===== src/rtl/cdc_fifo_rr_arbiter_pkg.sv =====
// Shared types and field layout for the round-robin arbiter in front of cdc_fifo_gray.
// Each beat word is {id, last, data}, and its offsets are given relative to DATA_W.
package cdc_arb_pkg;

   typedef enum logic [0:0] {
      IDLE   = 1'b0,
      LOCKED = 1'b1
   } state_e;

   localparam int LAST_BIT_OFS = 0;
   localparam int ID_OFS       = 1;

   function automatic int fields_w(input int data_w, input int id_w);
      return id_w + 1 + data_w;
   endfunction

endpackage


===== src/rtl/cdc_fifo_rr_arbiter_rr_pick.sv =====
// Combinational round-robin picker.
// It returns the first set request found when scanning cyclically from rr_ptr+1.
module rr_pick #(
   parameter int NUM_REQ = 4,
   parameter int ID_W    = $clog2(NUM_REQ)
) (
   input  logic [NUM_REQ-1:0] req,
   input  logic [ID_W-1:0]    rr_ptr,
   output logic [ID_W-1:0]    grant,
   output logic               grant_valid
);

   logic [NUM_REQ-1:0] rot;
   int                 ofs;
   int                 idx;

   always_comb begin
      // Rotate through a doubled copy so that bit 0 of rot is requester rr_ptr+1.
      rot = NUM_REQ'({req, req} >> (int'(rr_ptr) + 1));
      ofs = 0;
      for (int k = NUM_REQ - 1; k >= 0; k--) begin
         if (rot[k]) ofs = k;
      end
      idx = int'(rr_ptr) + 1 + ofs;
      if (idx >= NUM_REQ) idx = idx - NUM_REQ;
      grant_valid = |rot;
      grant       = ID_W'(idx);
   end

endmodule


===== src/rtl/cdc_fifo_rr_arbiter.sv =====
// Shares the source side of one cdc_fifo_gray among NUM_REQ requesters.
// Arbitration is round-robin at packet granularity, and MAX_BURST caps how long one packet holds the lock.
module cdc_fifo_rr_arbiter
   import cdc_arb_pkg::*;
#(
   parameter int  NUM_REQ   = 4,
   parameter int  DATA_W    = 32,
   parameter int  MAX_BURST = 16,
   localparam int ID_W      = $clog2(NUM_REQ),
   localparam int FIFO_W    = fields_w(DATA_W, ID_W)
) (
   input  logic                      clk_i,
   input  logic                      rst_ni,
   input  logic [NUM_REQ-1:0]        req_valid_i,
   output logic [NUM_REQ-1:0]        req_ready_o,
   input  logic [NUM_REQ*DATA_W-1:0] req_data_i,
   input  logic [NUM_REQ-1:0]        req_last_i,
   output logic                      fifo_valid_o,
   input  logic                      fifo_ready_i,
   output logic [FIFO_W-1:0]         fifo_data_o,
   output logic                      busy_o,
   output logic                      trunc_o
);

   localparam int               CNT_W    = $clog2(MAX_BURST);
   localparam logic [CNT_W-1:0] LAST_CNT = CNT_W'(MAX_BURST - 1);

   state_e            state_q, state_d;
   logic [ID_W-1:0]   owner_q, owner_d, rr_ptr_q, rr_ptr_d;
   logic [ID_W-1:0]   pick_idx, grant;
   logic [CNT_W-1:0]  beat_cnt_q, beat_cnt_d;
   logic [FIFO_W-1:0] data_d;
   logic              pick_valid, grant_valid, grant_last;
   logic              load_en, accept, valid_d, trunc_d;

   rr_pick #(
      .NUM_REQ (NUM_REQ),
      .ID_W    (ID_W)
   ) u_rr_pick (
      .req         (req_valid_i),
      .rr_ptr      (rr_ptr_q),
      .grant       (pick_idx),
      .grant_valid (pick_valid)
   );

   assign load_en     = !fifo_valid_o || fifo_ready_i;
   assign grant       = (state_q == LOCKED) ? owner_q : pick_idx;
   assign grant_valid = (state_q == LOCKED) ? req_valid_i[owner_q] : pick_valid;
   assign accept      = load_en && grant_valid;
   assign grant_last  = req_last_i[grant];
   assign valid_d     = load_en ? grant_valid : fifo_valid_o;

   always_comb begin
      req_ready_o = '0;
      if (accept) req_ready_o[grant] = 1'b1;
   end

   always_comb begin
      data_d                             = '0;
      data_d[DATA_W-1:0]                 = req_data_i[int'(grant)*DATA_W +: DATA_W];
      data_d[DATA_W + LAST_BIT_OFS]      = grant_last;
      data_d[DATA_W + ID_OFS +: ID_W]    = grant;
   end

   always_comb begin
      // NOTE: every target gets a default first, so no path through this block infers a latch.
      state_d    = state_q;
      owner_d    = owner_q;
      rr_ptr_d   = rr_ptr_q;
      beat_cnt_d = beat_cnt_q;
      trunc_d    = 1'b0;
      if (accept) begin
         if (state_q == IDLE) begin
            rr_ptr_d = grant;
            if (!grant_last) begin
               state_d    = LOCKED;
               owner_d    = grant;
               beat_cnt_d = CNT_W'(1);
            end
         end else if (grant_last) begin
            state_d    = IDLE;
            beat_cnt_d = '0;
         end else if (beat_cnt_q == LAST_CNT) begin
            state_d    = IDLE;
            beat_cnt_d = '0;
            trunc_d    = 1'b1;
         end else begin
            beat_cnt_d = beat_cnt_q + CNT_W'(1);
         end
      end
   end

   always_ff @(posedge clk_i or negedge rst_ni) begin
      if (!rst_ni) begin
         state_q      <= IDLE;
         owner_q      <= '0;
         rr_ptr_q     <= ID_W'(NUM_REQ - 1);
         beat_cnt_q   <= '0;
         fifo_valid_o <= 1'b0;
         fifo_data_o  <= '0;
         busy_o       <= 1'b0;
         trunc_o      <= 1'b0;
      end else begin
         // NOTE: non-blocking assignments keep every register reading pre-edge values.
         state_q      <= state_d;
         owner_q      <= owner_d;
         rr_ptr_q     <= rr_ptr_d;
         beat_cnt_q   <= beat_cnt_d;
         fifo_valid_o <= valid_d;
         busy_o       <= (state_d == LOCKED) || valid_d;
         trunc_o      <= trunc_d;
         if (accept) fifo_data_o <= data_d;
      end
   end

endmodule


===== config.mk =====
export PLATFORM = sky130hd
export DESIGN_NAME = cdc_fifo_rr_arbiter
export DESIGN_NICKNAME = d
export VERILOG_FILES = /design/src/rtl/cdc_fifo_rr_arbiter_pkg.sv /design/src/rtl/cdc_fifo_rr_arbiter_rr_pick.sv /design/src/rtl/cdc_fifo_rr_arbiter.sv
export SDC_FILE = /design/constraint.sdc
export NUM_CORES = 1
export LEC_CHECK = 0
export CORE_UTILIZATION = 40
export DETAILED_ROUTE_END_ITERATION = 16
export DONT_BUFFER_PORTS = 1
export PLACE_DENSITY_LB_ADDON = 0.08
export SLEW_MARGIN = 20
export SYNTH_ARGS = -nofsm -noshare
export SYNTH_HDL_FRONTEND = slang
export SYNTH_HIERARCHICAL = 1
export SYNTH_SLANG_ARGS = --single-unit

===== constraint.sdc =====
create_clock -name clk_i -period 5.7 [get_ports clk_i]
set_input_delay 1.14 -clock clk_i [delete_from_list [all_inputs] [get_ports clk_i]]
set_output_delay 1.14 -clock clk_i [all_outputs]
set_load 0.02 [all_outputs]

==> key figures, run 1 <==
Drt
  – 1st-pass router iterations: 6
  – Total vias in the final route: 2,224
  – Number of design-rule violations left by the first detailed-router iteration: 37
  – Final WL: 7500 um
  – Mean routed wirelength per cell: 19.7 um
  – Detailed-route DRC error count: 0
  – Count of nets left with antenna violations after detail routing: 0
  – Post-DR vias/cell: 5.85

Placed design
  – Global placer's final weighted congestion: 0.753
  – Sum of net half-perimeters after detailed placement: 5500 um
  – Count of port buffers added during placement: 0
  – Placed cell areas: 3500 um2

Floorplan
  – Die Footprint: 9100 um2
  – Height of the chip: 95.4 um
  – Initial standard-cell utilization of the core: 41.8%
  – # rows: 33
  – Horizontal extent of the die: 95.4 um
  – Area of the core: 8340 um2
  – Top-level I/O count: 181

Timing
  – Fin crit share: 76.8%
  – Setup clock skew after layout: 0.0202 ns
  – Setup violators final: 0
  – Actual transition at the worst max-transition pin: 0.805 ns
  – Max-Slew Margin vs Limit: 45.2%
  – Fin. Hold Viols: 0
  – Peak clock frequency supported by timing: 0.229 GHz
  – Total Neg Setup Slack: 0 ns
  – Shortest clock period the worst path allows after layout: 4.37 ns
  – Final slew viol count: 0
  – RSZ-0062 raised after global routing: false

Worst setup path
  – Data arrival time of the critical path: 3.23 ns
  – Logic depth of the worst register-to-register path: 13
  – Worst setup path class: primary input to primary output
  – Crit path to: req_ready_o[3]
  – R2r endpoint: fifo_data_o[32]$_DFFE_PN0P_
  – Register-to-Register Setup Slack: 2.11 ns
  – Setup crit start: req_valid_i[1]
  – Critical path capture point type: primary output
  – Critical path required time: 4.56 ns
  – Type of element launching the critical path: primary input
  – Reg2reg start: rr_ptr_q[1]$_DFFE_PN1P_
  – Critical path fanouts, max: 6

Synthesis
  – Leading area contributor after synthesis: sky130_fd_sc_hd__dfrtp_1
  – Syn_nets: 422
  – Number of warning messages in the yosys log: 6
  – Cell Area, Synth: 3490 um2
  – Number of cells produced by synthesis: 281
  – Cell with the most instances after synthesis: sky130_fd_sc_hd__mux2i_1
  – Mean cell area of the mapped netlist: 12.4 um2
  – Dominant register cell in the synthesized netlist: sky130_fd_sc_hd__dfrtp_1
  – Flop and latch count out of synthesis: 47
  – Number of enable-type register cells in the synthesized netlist: 0
  – Area share of the largest cell type after synthesis: 32.3%
  – Part of the Yosys area used for sequential elements: 33.8%
  – Synth cell types: 47
  – Leading post-synthesis cells by cell area: sky130_fd_sc_hd__dfrtp_1 32%, sky130_fd_sc_hd__mux2i_1 30%, sky130_fd_sc_hd__mux2_4 13%
  – Synth cell count leaders: 106 x sky130_fd_sc_hd__mux2i_1, 45 x sky130_fd_sc_hd__dfrtp_1, 31 x sky130_fd_sc_hd__mux2_4
  – Share of flip-flops with an asynchronous set or reset: 100%

Cells and area
  – Ratio of cells with drive above 1 in the final layout: 22.9%
  – Final non-filler cell area: 3600 um2
  – Combined area of the multi-input logic cells: 2150 um2
  – Synth-to-Final Area Change: 3.23%
  – Fillers: 791
  – Area taken by flip-flops and latches: 1180 um2
  – Count of antenna diodes in the layout: 0
  – Final #Nets: 415

Min path
  – HP Class: primary input to async pin

Power
  – Cell Pwr Density: 946 nW/um2
  – Switching Share: 44.5%
  – Total Power Consumption: 3.41 mW
  – Maximum ir drop on the vdd rail: 0.893 mV
  – Sequential group share of total power: 24.8%
  – Part of the total power dissipated in the clock network: 6.6%
  – Int Pwr: 1.89 mW
  – Switching power: 1.52 mW
  – Leak: 1.76 nW
  – Comb power frac: 68.6%

Clocking
  – Cts bufs inserted: 5
  – Setup repair bufs after CTS: 0
  – Worst skew pair latency: 0.30 ns
  – Total number of clock tree sinks: 47
  – Number of cells upsized or downsized after cts: 0
  – Total number of H-tree levels: 2
  – Number of buffers between clock root and the deepest sink: 2
  – Buffer type at the clock tree root: sky130_fd_sc_hd__clkbuf_8
  – Clock tree from TritonCTS: built
  – Number of hold-repair buffers added at the cts stage: 0
  – Clk pin slew, worst setup/hold paths: 0.10 ns

Global route
  – Overflow left after global routing: 0
  – Number of antenna violations at the first check in global routing: 0
  – First-pass GRT wire length: 11,000 um
  – Number of global-route vias before repair: 2,137
  – Largest net degree at the start of global routing: 48
  – Total track usage: 16.0%

Status
  – Outcome: finished clean

Job
  – Max-cap violation count: 0
cells in the final DEF, fill, tap and decap left out, types with 2 or more instances in the layout:
cell / synthesis / routed
sky130_fd_sc_hd__a21o_1: 2 / 2
sky130_fd_sc_hd__a21oi_1: 3 / 3
sky130_fd_sc_hd__buf_4: 8 / 4
sky130_fd_sc_hd__clkbuf_8: 0 / 7
sky130_fd_sc_hd__dfrtp_1: 45 / 45
sky130_fd_sc_hd__dfstp_2: 2 / 2
sky130_fd_sc_hd__ha_1: 2 / 2
sky130_fd_sc_hd__inv_1: 4 / 4
sky130_fd_sc_hd__mux2_1: 2 / 2
sky130_fd_sc_hd__mux2_2: 5 / 5
sky130_fd_sc_hd__mux2_4: 31 / 31
sky130_fd_sc_hd__mux2i_1: 106 / 104
sky130_fd_sc_hd__mux2i_2: 2 / 2
sky130_fd_sc_hd__mux2i_4: 0 / 2
sky130_fd_sc_hd__nand2_1: 7 / 7
sky130_fd_sc_hd__nand3_1: 3 / 3
sky130_fd_sc_hd__nor2_1: 3 / 3
sky130_fd_sc_hd__nor2b_1: 5 / 5
sky130_fd_sc_hd__nor3_1: 5 / 5
sky130_fd_sc_hd__nor3b_1: 2 / 2
sky130_fd_sc_hd__o211ai_1: 2 / 2
sky130_fd_sc_hd__o21ai_0: 4 / 4
sky130_fd_sc_hd__o31ai_1: 3 / 3
sky130_fd_sc_hd__xnor2_1: 3 / 3
cell families after synthesis:
family	share of synthesized area [%]
muxes	47.5
DFF	33.8
and+or+nand+nor	5.38
AOI/OAI and AO/OA	6.49
buffers and inverters	5.42
xor gates and xnor gates	0.753
adders and majority gates	0.717
area by class of cell:
type                       count  area share [%]
inverter                       4           0.417
tap                          105            3.65
clock buffer                   8            2.78
timing repair buffer           4           0.834
multi-input combinational    212            59.6
sequential                    47            32.7
metrics by stage:
step | setup WS [ns] | util (%) | cells | hold WS [ns]
5_1_grt | 1.19 | 43.2 | 380 | 0.499
4_1_cts | 1.35 | 43.2 | 380 | 0.504
2_1_floorplan | 1.30 | - | 281 | 0.495
6_report | 1.33 | 43.2 | 380 | 0.515
3_3_place_gp | 1.44 | 42.0 | 372 | 0.538
3_5_place_dp | 1.35 | 42.0 | 372 | 0.537
worst max-delay path, cell delays in order:
cell,delay [ns]
sky130_fd_sc_hd__inv_1,0.11
sky130_fd_sc_hd__a2bb2oi_1,0.19
sky130_fd_sc_hd__o21ai_0,0.10
sky130_fd_sc_hd__o21a_1,0.17
sky130_fd_sc_hd__ha_1,0.18
sky130_fd_sc_hd__xnor2_1,0.13
sky130_fd_sc_hd__xnor2_1,0.14
sky130_fd_sc_hd__xnor2_1,0.34
sky130_fd_sc_hd__mux2i_4,0.15
sky130_fd_sc_hd__nor3_1,0.58
per-layer routing:
metal / wire length, um / GRT usage, % / part of all wire, %
met5: 0 / 0 / 0
met4: 76 / 4.35 / 1.0
met3: 736 / 4.63 / 9.8
met2: 3580 / 27.3 / 48
met1: 3110 / 19.6 / 41
registers in the layout (all words and copies together) (netlist names):
name	flops
beat_cnt_q	4
busy_o	1
fifo_data_o	35
fifo_valid_o	1
owner_q	2
rr_ptr_q	2
state_q	1
trunc_o	1
power by group through the flow:
stage / registers (mW) / clock network [mW] / logic, mW
finish: 0.846 / 0.225 / 2.34
global route: 0.871 / 0.248 / 2.55
CTS: 0.851 / 0.237 / 2.37
detailed placement: 0.855 / 0 / 2.36
global placement: 0.859 / 0 / 2.35
floorplan: 0.781 / 0 / 2.22
worst min-delay path by stage:
stage,from,cells after the start,endpoint
floorplan,beat_cnt_q[0]$_DFFE_PN0P_,1,beat_cnt_q[0]$_DFFE_PN0P_
global placement,rr_ptr_q[1]$_DFFE_PN1P_,2,rr_ptr_q[1]$_DFFE_PN1P_
detailed placement,rr_ptr_q[1]$_DFFE_PN1P_,2,rr_ptr_q[1]$_DFFE_PN1P_
CTS,rst_ni,0,fifo_valid_o$_DFF_PN0_
global route,rst_ni,0,owner_q[1]$_DFFE_PN0P_
finish,rst_ni,0,owner_q[1]$_DFFE_PN0P_
Note: power is estimated with default switching activity, not from simulation.
==> run 2: changes to the inputs <==
==> constraint.sdc (replaced) <==
create_clock -name clk_i -period 4 [get_ports clk_i]
set_input_delay 0.8 -clock clk_i [delete_from_list [all_inputs] [get_ports clk_i]]
set_output_delay 0.8 -clock clk_i [all_outputs]
set_load 0.02 [all_outputs]
==> key figures, run 2 (synthesis results as in run 1) <==
Floorplan
  – Area of the core: 8340 um2 (unchanged)
  – Height of the chip: 95.4 um (unchanged)
  – Top-level I/O count: 181 (unchanged)
  – Initial standard-cell utilization of the core: 41.8% (unchanged)
  – # rows: 33 (unchanged)
  – Horizontal extent of the die: 95.4 um (unchanged)
  – Die Footprint: 9100 um2 (unchanged)

Cells and area
  – Synth-to-Final Area Change: 4.52%
  – Ratio of cells with drive above 1 in the final layout: 24.6% (+1.6 points)
  – Reg with most FFs: fifo_data_o
  – Count of antenna diodes in the layout: 0 (unchanged)
  – Final #Nets: 421 (+1.4%)
  – Flip-flop count of the largest register after layout: 35 (unchanged)
  – Largest regs: fifo_data_o x35, beat_cnt_q x4
  – Leading cell type in the layout, fill and taps excluded: sky130_fd_sc_hd__mux2i_1
  – Most used cells in the layout excluding fill and tap cells: 104 x sky130_fd_sc_hd__mux2i_1, 45 x sky130_fd_sc_hd__dfrtp_1, 31 x sky130_fd_sc_hd__mux2_4

Worst setup path
  – Critical path fanouts, max: 9 (+3)
  – Critical path required time: 3.20 ns (-1.36 ns)
  – Data arrival time of the critical path: 2.85 ns (-0.38 ns)
  – Type of element launching the critical path: register
  – Critical path capture point type: primary output
  – Worst setup path class: register to primary output

Power
  – Switching power: 2.16 mW (+43%)
  – Part of the total power dissipated in the clock network: 6.5% (about the same)
  – Int Pwr: 2.74 mW (+45%)
  – Leak: 1.80 nW (+1.7%)
  – Cell Pwr Density: 1350 nW/um2 (+42%)
  – Switching Share: 44.1% (-0.41 points)
  – Sequential group share of total power: 24.5% (-0.3 points)
  – Comb power frac: 69.0% (+0.4 points)
  – Maximum ir drop on the vdd rail: 0.950 mV (+6.4%)

Timing
  – Shortest clock period the worst path allows after layout: 3.65 ns
  – Actual transition at the worst max-transition pin: 0.606 ns (-0.199 ns)
  – Setup violators final: 0 (unchanged)
  – RSZ-0062 raised after global routing: false
  – Final slew viol count: 0 (unchanged)
  – Fin crit share: 91.2%
  – Fin. Hold Viols: 0 (unchanged)
  – Setup clock skew after layout: 0.00704 ns (-0.0131 ns)
  – Setup slack of the critical path after layout: 0.354 ns (-0.971 ns)
  – Total Neg Setup Slack: 0 ns (unchanged)
  – Max-Slew Margin vs Limit: 58.4% (+13 points)
  – Peak clock frequency supported by timing: 0.274 GHz

Drt
  – Post-DR vias/cell: 5.75 (-1.8%)
  – 1st-pass router iterations: 4 (-2)
  – Final WL: 7480 um (-0.20%)
  – Mean routed wirelength per cell: 19.4 um (-1.8%)
  – Detailed-route DRC error count: 0 (unchanged)
  – Number of design-rule violations left by the first detailed-router iteration: 85 (+130%)
  – Total vias in the final route: 2,219 (-0.22%)
  – Count of nets left with antenna violations after detail routing: 0 (unchanged)

Placed design
  – Setup slack at placement: 0.315 ns (-1.04 ns)
  – Sum of net half-perimeters after detailed placement: 5610 um (+1.8%)
  – Count of port buffers added during placement: 0 (unchanged)
  – Global placer's final weighted congestion: 0.772 (+2.6%)

Clocking
  – Buffer type at the clock tree root: sky130_fd_sc_hd__clkbuf_8
  – Total number of clock tree sinks: 47 (unchanged)
  – Number of hold-repair buffers added at the cts stage: 0 (unchanged)
  – Worst skew pair latency: 0.30 ns (about the same)
  – Number of cells upsized or downsized after cts: 0 (unchanged)
  – Clock tree from TritonCTS: built
  – Total number of H-tree levels: 2 (unchanged)
  – Setup repair bufs after CTS: 0 (unchanged)
  – Number of buffers between clock root and the deepest sink: 2 (unchanged)
  – Clk pin slew, worst setup/hold paths: 0.09 ns (about the same)
  – Cts bufs inserted: 5 (unchanged)

Global route
  – Largest net degree at the start of global routing: 48 (unchanged)
  – Overflow left after global routing: 0 (unchanged)
  – Total track usage: 15.7% (-0.30 points)
  – Number of antenna violations at the first check in global routing: 0 (unchanged)
  – First-pass GRT wire length: 10,800 um (-1.3%)
  – Number of global-route vias before repair: 2,114 (-1.1%)

Status
  – Outcome: finished clean

Job
  – Max-cap violation count: 0 (unchanged)

Min path
  – HP Class: primary input to async pin
[run 2: stage by stage]
step	util, %	std cells	instance area, um2	power (mW)	hold slack, ns
after floorplan	-	281	3490	4.28	0.495
after global placement	42.5	378	3550	4.63	0.506
after detailed placement	42.5	378	3550	4.65	0.507
after CTS	43.7	386	3650	4.99	0.172
after global routing	43.7	386	3650	5.28	0.159
final	43.7	386	3650	4.90	0.185
[run 2: per-layer routing]
| metal | routed length [um] | global-route usage (%) | vias to the layer above |
|---|---|---|---|
| met5 | 0 | 0 | - |
| met4 | 46 | 3.73 | 0 |
| met3 | 725 | 4.94 | 5 |
| met2 | 3500 | 26.3 | 115 |
| met1 | 3210 | 19.6 | 1055 |
| li1 | - | - | 1044 |
[run 2: area by class of cell]
cell class              count  area, um2
clock buffers               8        100
fillers                   798       4690
inverters                   4       15.0
multi-input cells         212       2150
flip-flops and latches     47       1180
well taps                 105        131
repair buffers             10       75.1
[run 2: critical path, cell delays in order, from the launching register on]
cell and delay (ns):
sky130_fd_sc_hd__dfstp_2 0.59, sky130_fd_sc_hd__nand2_1 0.08, sky130_fd_sc_hd__a2bb2oi_1 0.15, sky130_fd_sc_hd__o21ai_0 0.10, sky130_fd_sc_hd__o21a_1 0.18, sky130_fd_sc_hd__ha_1 0.19, sky130_fd_sc_hd__xnor2_1 0.14, sky130_fd_sc_hd__xnor2_1 0.14
sky130_fd_sc_hd__xnor2_1 0.33, sky130_fd_sc_hd__mux2i_4 0.18, sky130_fd_sc_hd__nor3_1 0.27, sky130_fd_sc_hd__buf_4 0.19
[run 2: final timing paths]
kind,end,cells past startpoint,startpoint,slack [ns]
hold reg to reg,beat_cnt_q[0]$_DFFE_PN0P_,1,beat_cnt_q[0]$_DFFE_PN0P_,0.55
min in group clk_i,beat_cnt_q[0]$_DFFE_PN0P_,1,beat_cnt_q[0]$_DFFE_PN0P_,0.55
hold / removal,fifo_valid_o$_DFF_PN0_,0,rst_ni,0.19
setup reg to reg,fifo_data_o[8]$_DFFE_PN0P_,13,rr_ptr_q[1]$_DFFE_PN1P_,0.59
max in group asynchronous,rr_ptr_q[1]$_DFFE_PN1P_,0,rst_ni,3.64
setup / recovery,req_ready_o[2],11,rr_ptr_q[1]$_DFFE_PN1P_,0.35
[run 2: power by group through the flow]
stage / combinational (mW) / sequential [mW] / clock (mW)
3_5_place_dp: 3.43 / 1.22 / 0
3_3_place_gp: 3.41 / 1.22 / 0
6_report: 3.38 / 1.20 / 0.320
5_1_grt: 3.69 / 1.24 / 0.358
2_1_floorplan: 3.16 / 1.11 / 0
4_1_cts: 3.44 / 1.21 / 0.340
==> run 3: changes to the inputs <==
--- a/config.mk
+++ b/config.mk
@@ -5,6 +5,7 @@
 export SDC_FILE = /design/constraint.sdc
 export NUM_CORES = 1
 export LEC_CHECK = 0
+export CORE_MARGIN = 2
 export CORE_UTILIZATION = 40
 export DETAILED_ROUTE_END_ITERATION = 16
 export DONT_BUFFER_PORTS = 1
@@ -12,5 +13,4 @@
 export SLEW_MARGIN = 20
 export SYNTH_ARGS = -nofsm -noshare
 export SYNTH_HDL_FRONTEND = slang
-export SYNTH_HIERARCHICAL = 1
 export SYNTH_SLANG_ARGS = --single-unit
==> constraint.sdc (replaced) <==
create_clock -name clk_i -period 4.1 [get_ports clk_i]
set_input_delay 0.82 -clock clk_i [delete_from_list [all_inputs] [get_ports clk_i]]
set_output_delay 0.82 -clock clk_i [all_outputs]
set_load 0.02 [all_outputs]
==> key figures, run 3 <==
Status
  – Outcome: finished clean

Floorplan
  – Horizontal extent of the die: 93.3 um (-2.2%)
  – Die Footprint: 8710 um2 (-4.3%)
  – Initial standard-cell utilization of the core: 41.3% (-0.52 points)
  – # rows: 32 (-3.0%)
  – Height of the chip: 93.3 um (-2.2%)
  – Area of the core: 7730 um2 (-7.4%)
  – Top-level I/O count: 181 (unchanged)

Clocking
  – Number of cells upsized or downsized after cts: 0 (unchanged)
  – Number of buffers between clock root and the deepest sink: 2 (unchanged)
  – Cts bufs inserted: 5 (unchanged)
  – Total number of H-tree levels: 2 (unchanged)
  – Setup repair bufs after CTS: 0 (unchanged)
  – Clk pin slew, worst setup/hold paths: 0.10 ns (about the same)
  – Worst skew pair latency: 0.30 ns (about the same)
  – Buffer type at the clock tree root: sky130_fd_sc_hd__clkbuf_8
  – Total number of clock tree sinks: 47 (unchanged)
  – Clock tree from TritonCTS: built
  – Number of hold-repair buffers added at the cts stage: 0 (unchanged)

Cells and area
  – Final #Nets: 452 (+7.4%)
  – Reg with most FFs: fifo_data_o
  – Flip-flop count of the largest register after layout: 35 (unchanged)
  – Leading cell type in the layout, fill and taps excluded: sky130_fd_sc_hd__dfrtp_1
  – Synth-to-Final Area Change: 6.55%
  – Most used cells in the layout excluding fill and tap cells: 45 x sky130_fd_sc_hd__dfrtp_1, 42 x sky130_fd_sc_hd__nor2_1, 39 x sky130_fd_sc_hd__mux2i_1
  – Fillers: 727 (-8.9%)
  – Largest regs: fifo_data_o x35, beat_cnt_q x4
  – Count of antenna diodes in the layout: 0 (unchanged)
  – Ratio of cells with drive above 1 in the final layout: 19.6% (-5.0 points)
  – Final non-filler cell area: 3400 um2 (-6.7%)
  – Area taken by flip-flops and latches: 1180 um2 (unchanged)
  – Combined area of the multi-input logic cells: 1900 um2 (-11%)

Timing
  – Shortest clock period the worst path allows after layout: 3.79 ns
  – Max-Slew Margin vs Limit: 59.6% (+1.1 points)
  – Total Neg Setup Slack: 0 ns (unchanged)
  – Final slew viol count: 0 (unchanged)
  – Peak clock frequency supported by timing: 0.264 GHz
  – Actual transition at the worst max-transition pin: 0.604 ns (-0.00156 ns)
  – Setup clock skew after layout: 0.0133 ns (+0.00621 ns)
  – Setup violators final: 0 (unchanged)
  – Fin crit share: 92.3%
  – Fin. Hold Viols: 0 (unchanged)
  – RSZ-0062 raised after global routing: false

Power
  – Comb power frac: 55.6% (-13 points)
  – Switching power: 1.56 mW (-28%)
  – Cell Pwr Density: 986 nW/um2 (-27%)
  – Leak: 1.56 nW (-13%)
  – Part of the total power dissipated in the clock network: 10.7% (+4.2 points)
  – Int Pwr: 1.79 mW (-35%)
  – Maximum ir drop on the vdd rail: 0.458 mV (-52%)
  – Switching Share: 46.5% (+2.5 points)
  – Sequential group share of total power: 33.7% (+9.2 points)
  – Total Power Consumption: 3.35 mW (-32%)

Synthesis
  – Number of warning messages in the yosys log: 0 (-6)
  – Synth cell count leaders: 45 x sky130_fd_sc_hd__dfrtp_1, 42 x sky130_fd_sc_hd__nor2_1, 39 x sky130_fd_sc_hd__mux2i_1
  – Share of flip-flops with an asynchronous set or reset: 100% (unchanged)
  – Flop and latch count out of synthesis: 47 (unchanged)
  – Part of the Yosys area used for sequential elements: 36.9% (+3.1 points)
  – Mean cell area of the mapped netlist: 9.88 um2 (-20%)
  – Dominant register cell in the synthesized netlist: sky130_fd_sc_hd__dfrtp_1
  – Leading post-synthesis cells by cell area: sky130_fd_sc_hd__dfrtp_1 35%, sky130_fd_sc_hd__mux2_2 13%, sky130_fd_sc_hd__mux2i_1 12%
  – Number of cells produced by synthesis: 323 (+15%)
  – Cell with the most instances after synthesis: sky130_fd_sc_hd__dfrtp_1
  – Cell Area, Synth: 3190 um2 (-8.5%)
  – Synth cell types: 39 (-17%)
  – Syn_nets: 464 (+10%)
  – Area share of the largest cell type after synthesis: 35.3% (+3.0 points)
  – Number of enable-type register cells in the synthesized netlist: 0 (unchanged)
  – Leading area contributor after synthesis: sky130_fd_sc_hd__dfrtp_1

Drt
  – Detailed-route DRC error count: 0 (unchanged)
  – Count of nets left with antenna violations after detail routing: 0 (unchanged)
  – Total vias in the final route: 2,349 (+5.9%)
  – 1st-pass router iterations: 4 (unchanged)
  – Final WL: 7340 um (-2.0%)
  – Post-DR vias/cell: 5.67 (-1.3%)
  – Mean routed wirelength per cell: 17.7 um (-8.6%)
  – Number of design-rule violations left by the first detailed-router iteration: 77 (-9.4%)

Placed design
  – Count of port buffers added during placement: 0 (unchanged)
  – Sum of net half-perimeters after detailed placement: 5510 um (-1.7%)
  – Placed cell areas: 3280 um2 (-7.4%)
  – Global placer's final weighted congestion: 0.852 (+10%)

Global route
  – Largest net degree at the start of global routing: 48 (unchanged)
  – Number of antenna violations at the first check in global routing: 0 (unchanged)
  – Overflow left after global routing: 0 (unchanged)
  – First-pass GRT wire length: 11,000 um (+1.3%)
  – Number of global-route vias before repair: 2,131 (+0.80%)
  – Total track usage: 16.0% (+0.33 points)

Worst setup path
  – Type of element launching the critical path: register
  – Critical path required time: 3.28 ns (+0.08 ns)
  – Critical path fanouts, max: 25 (+16)
  – Worst setup path class: register to primary output
  – Data arrival time of the critical path: 2.97 ns (+0.12 ns)
  – Critical path capture point type: primary output
  – Register-to-Register Setup Slack: 0.71 ns (+0.12 ns)

Job
  – Max-cap violation count: 0 (unchanged)

Min path
  – HP Class: primary input to async pin
## run 3: cell types whose count changed after synthesis, sizes merged, moves of 3 or more
| cell | previous run | this run |
|---|---|---|
| clkbuf | 0 | 14 |
| or2 | 0 | 3 |
| nand2 | 7 | 12 |
| mux2i | 108 | 39 |
| a21oi | 4 | 9 |
| a211oi | 0 | 32 |
| nor2b | 5 | 1 |
| a32o | 0 | 4 |
| nor2 | 4 | 42 |
| a21o | 2 | 32 |
| buf | 18 | 12 |
## run 3: per-stage QoR
stage / setup WS (ns) / cells / utilization, % / hold slack, ns
final: 0.314 / 414 / 44.0 / 0.204
after global routing: 0.152 / 414 / 44.0 / 0.179
after CTS: 0.327 / 414 / 44.0 / 0.190
after detailed placement: 0.556 / 406 / 42.5 / 0.523
after global placement: 0.596 / 406 / 42.5 / 0.519
after floorplan: 0.226 / 323 / - / 0.491
## run 3: power by group through the flow
| stage | Combinational, mW | Sequential, mW | Clock, mW |
|---|---|---|---|
| after global placement | 1.86 | 1.15 | 0 |
| final | 1.86 | 1.13 | 0.359 |
| after global routing | 2.06 | 1.17 | 0.391 |
| after floorplan | 1.64 | 1.04 | 0 |
| after CTS | 1.89 | 1.14 | 0.375 |
| after detailed placement | 1.88 | 1.15 | 0 |
## run 3: path summary, 6_finish.rpt
kind / start / end / cells past startpoint
min: rst_ni / fifo_data_o[16]$_DFFE_PN0P_ / 0
max: rr_ptr_q[0]$_DFFE_PN1P_ / req_ready_o[1] / 12
max reg2reg: rr_ptr_q[0]$_DFFE_PN1P_ / beat_cnt_q[1]$_DFFE_PN0P_ / 13
min in group clk_i: rr_ptr_q[1]$_DFFE_PN1P_ / rr_ptr_q[1]$_DFFE_PN1P_ / 1
min reg2reg: rr_ptr_q[1]$_DFFE_PN1P_ / rr_ptr_q[1]$_DFFE_PN1P_ / 1
max in group asynchronous: rst_ni / rr_ptr_q[0]$_DFFE_PN1P_ / 0
## run 3: area by class of cell
type	instances	share of cell area, %
clock buffer	6	2.43
clock inverter	2	1.03
inverter	3	0.331
multi-input combinational	247	55.9
sequential	47	34.7
tap	102	3.75
timing repair buffer	7	1.91
## run 3: worst max-delay path, stage by stage (launching register included)
cell	delay, ns
sky130_fd_sc_hd__dfstp_2	0.62
sky130_fd_sc_hd__inv_1	0.10
sky130_fd_sc_hd__nor3b_1	0.22
sky130_fd_sc_hd__a21oi_1	0.06
sky130_fd_sc_hd__o221ai_1	0.16
sky130_fd_sc_hd__a21oi_1	0.06
sky130_fd_sc_hd__ha_1	0.22
sky130_fd_sc_hd__xnor2_1	0.15
sky130_fd_sc_hd__nor3_1	0.33
sky130_fd_sc_hd__o31ai_4	0.12
sky130_fd_sc_hd__buf_4	0.24
sky130_fd_sc_hd__nor3_1	0.21
sky130_fd_sc_hd__buf_4	0.17
## run 3: per-layer routing
layer | vias up | wire (um) | GRT usage (%) | share of wire, %
li1 | 1156 | - | - | -
met2 | 123 | 3440 | 25.4 | 47
met5 | - | 0 | 0 | 0
met1 | 1068 | 3240 | 22.2 | 44
met3 | 2 | 631 | 4.03 | 8.6
met4 | 0 | 31 | 3.31 | 0.42
## run 3: kinds of logic (layout without fill, tap and decap cells)
logic type               count (synthesis)  count (layout)  synth area share (%)
buffers and inverters                   29              18                  3.76
flip-flops                              47              47                  36.9
AND/OR/NAND/NOR                         75              75                  10.6
XOR/XNOR                                 3               3                 0.823
adder cells (fa/ha/maj)                  2               2                 0.784
AO/OA/AOI/OAI                           90              90                  21.1
multiplexers                            77              77                  26.0
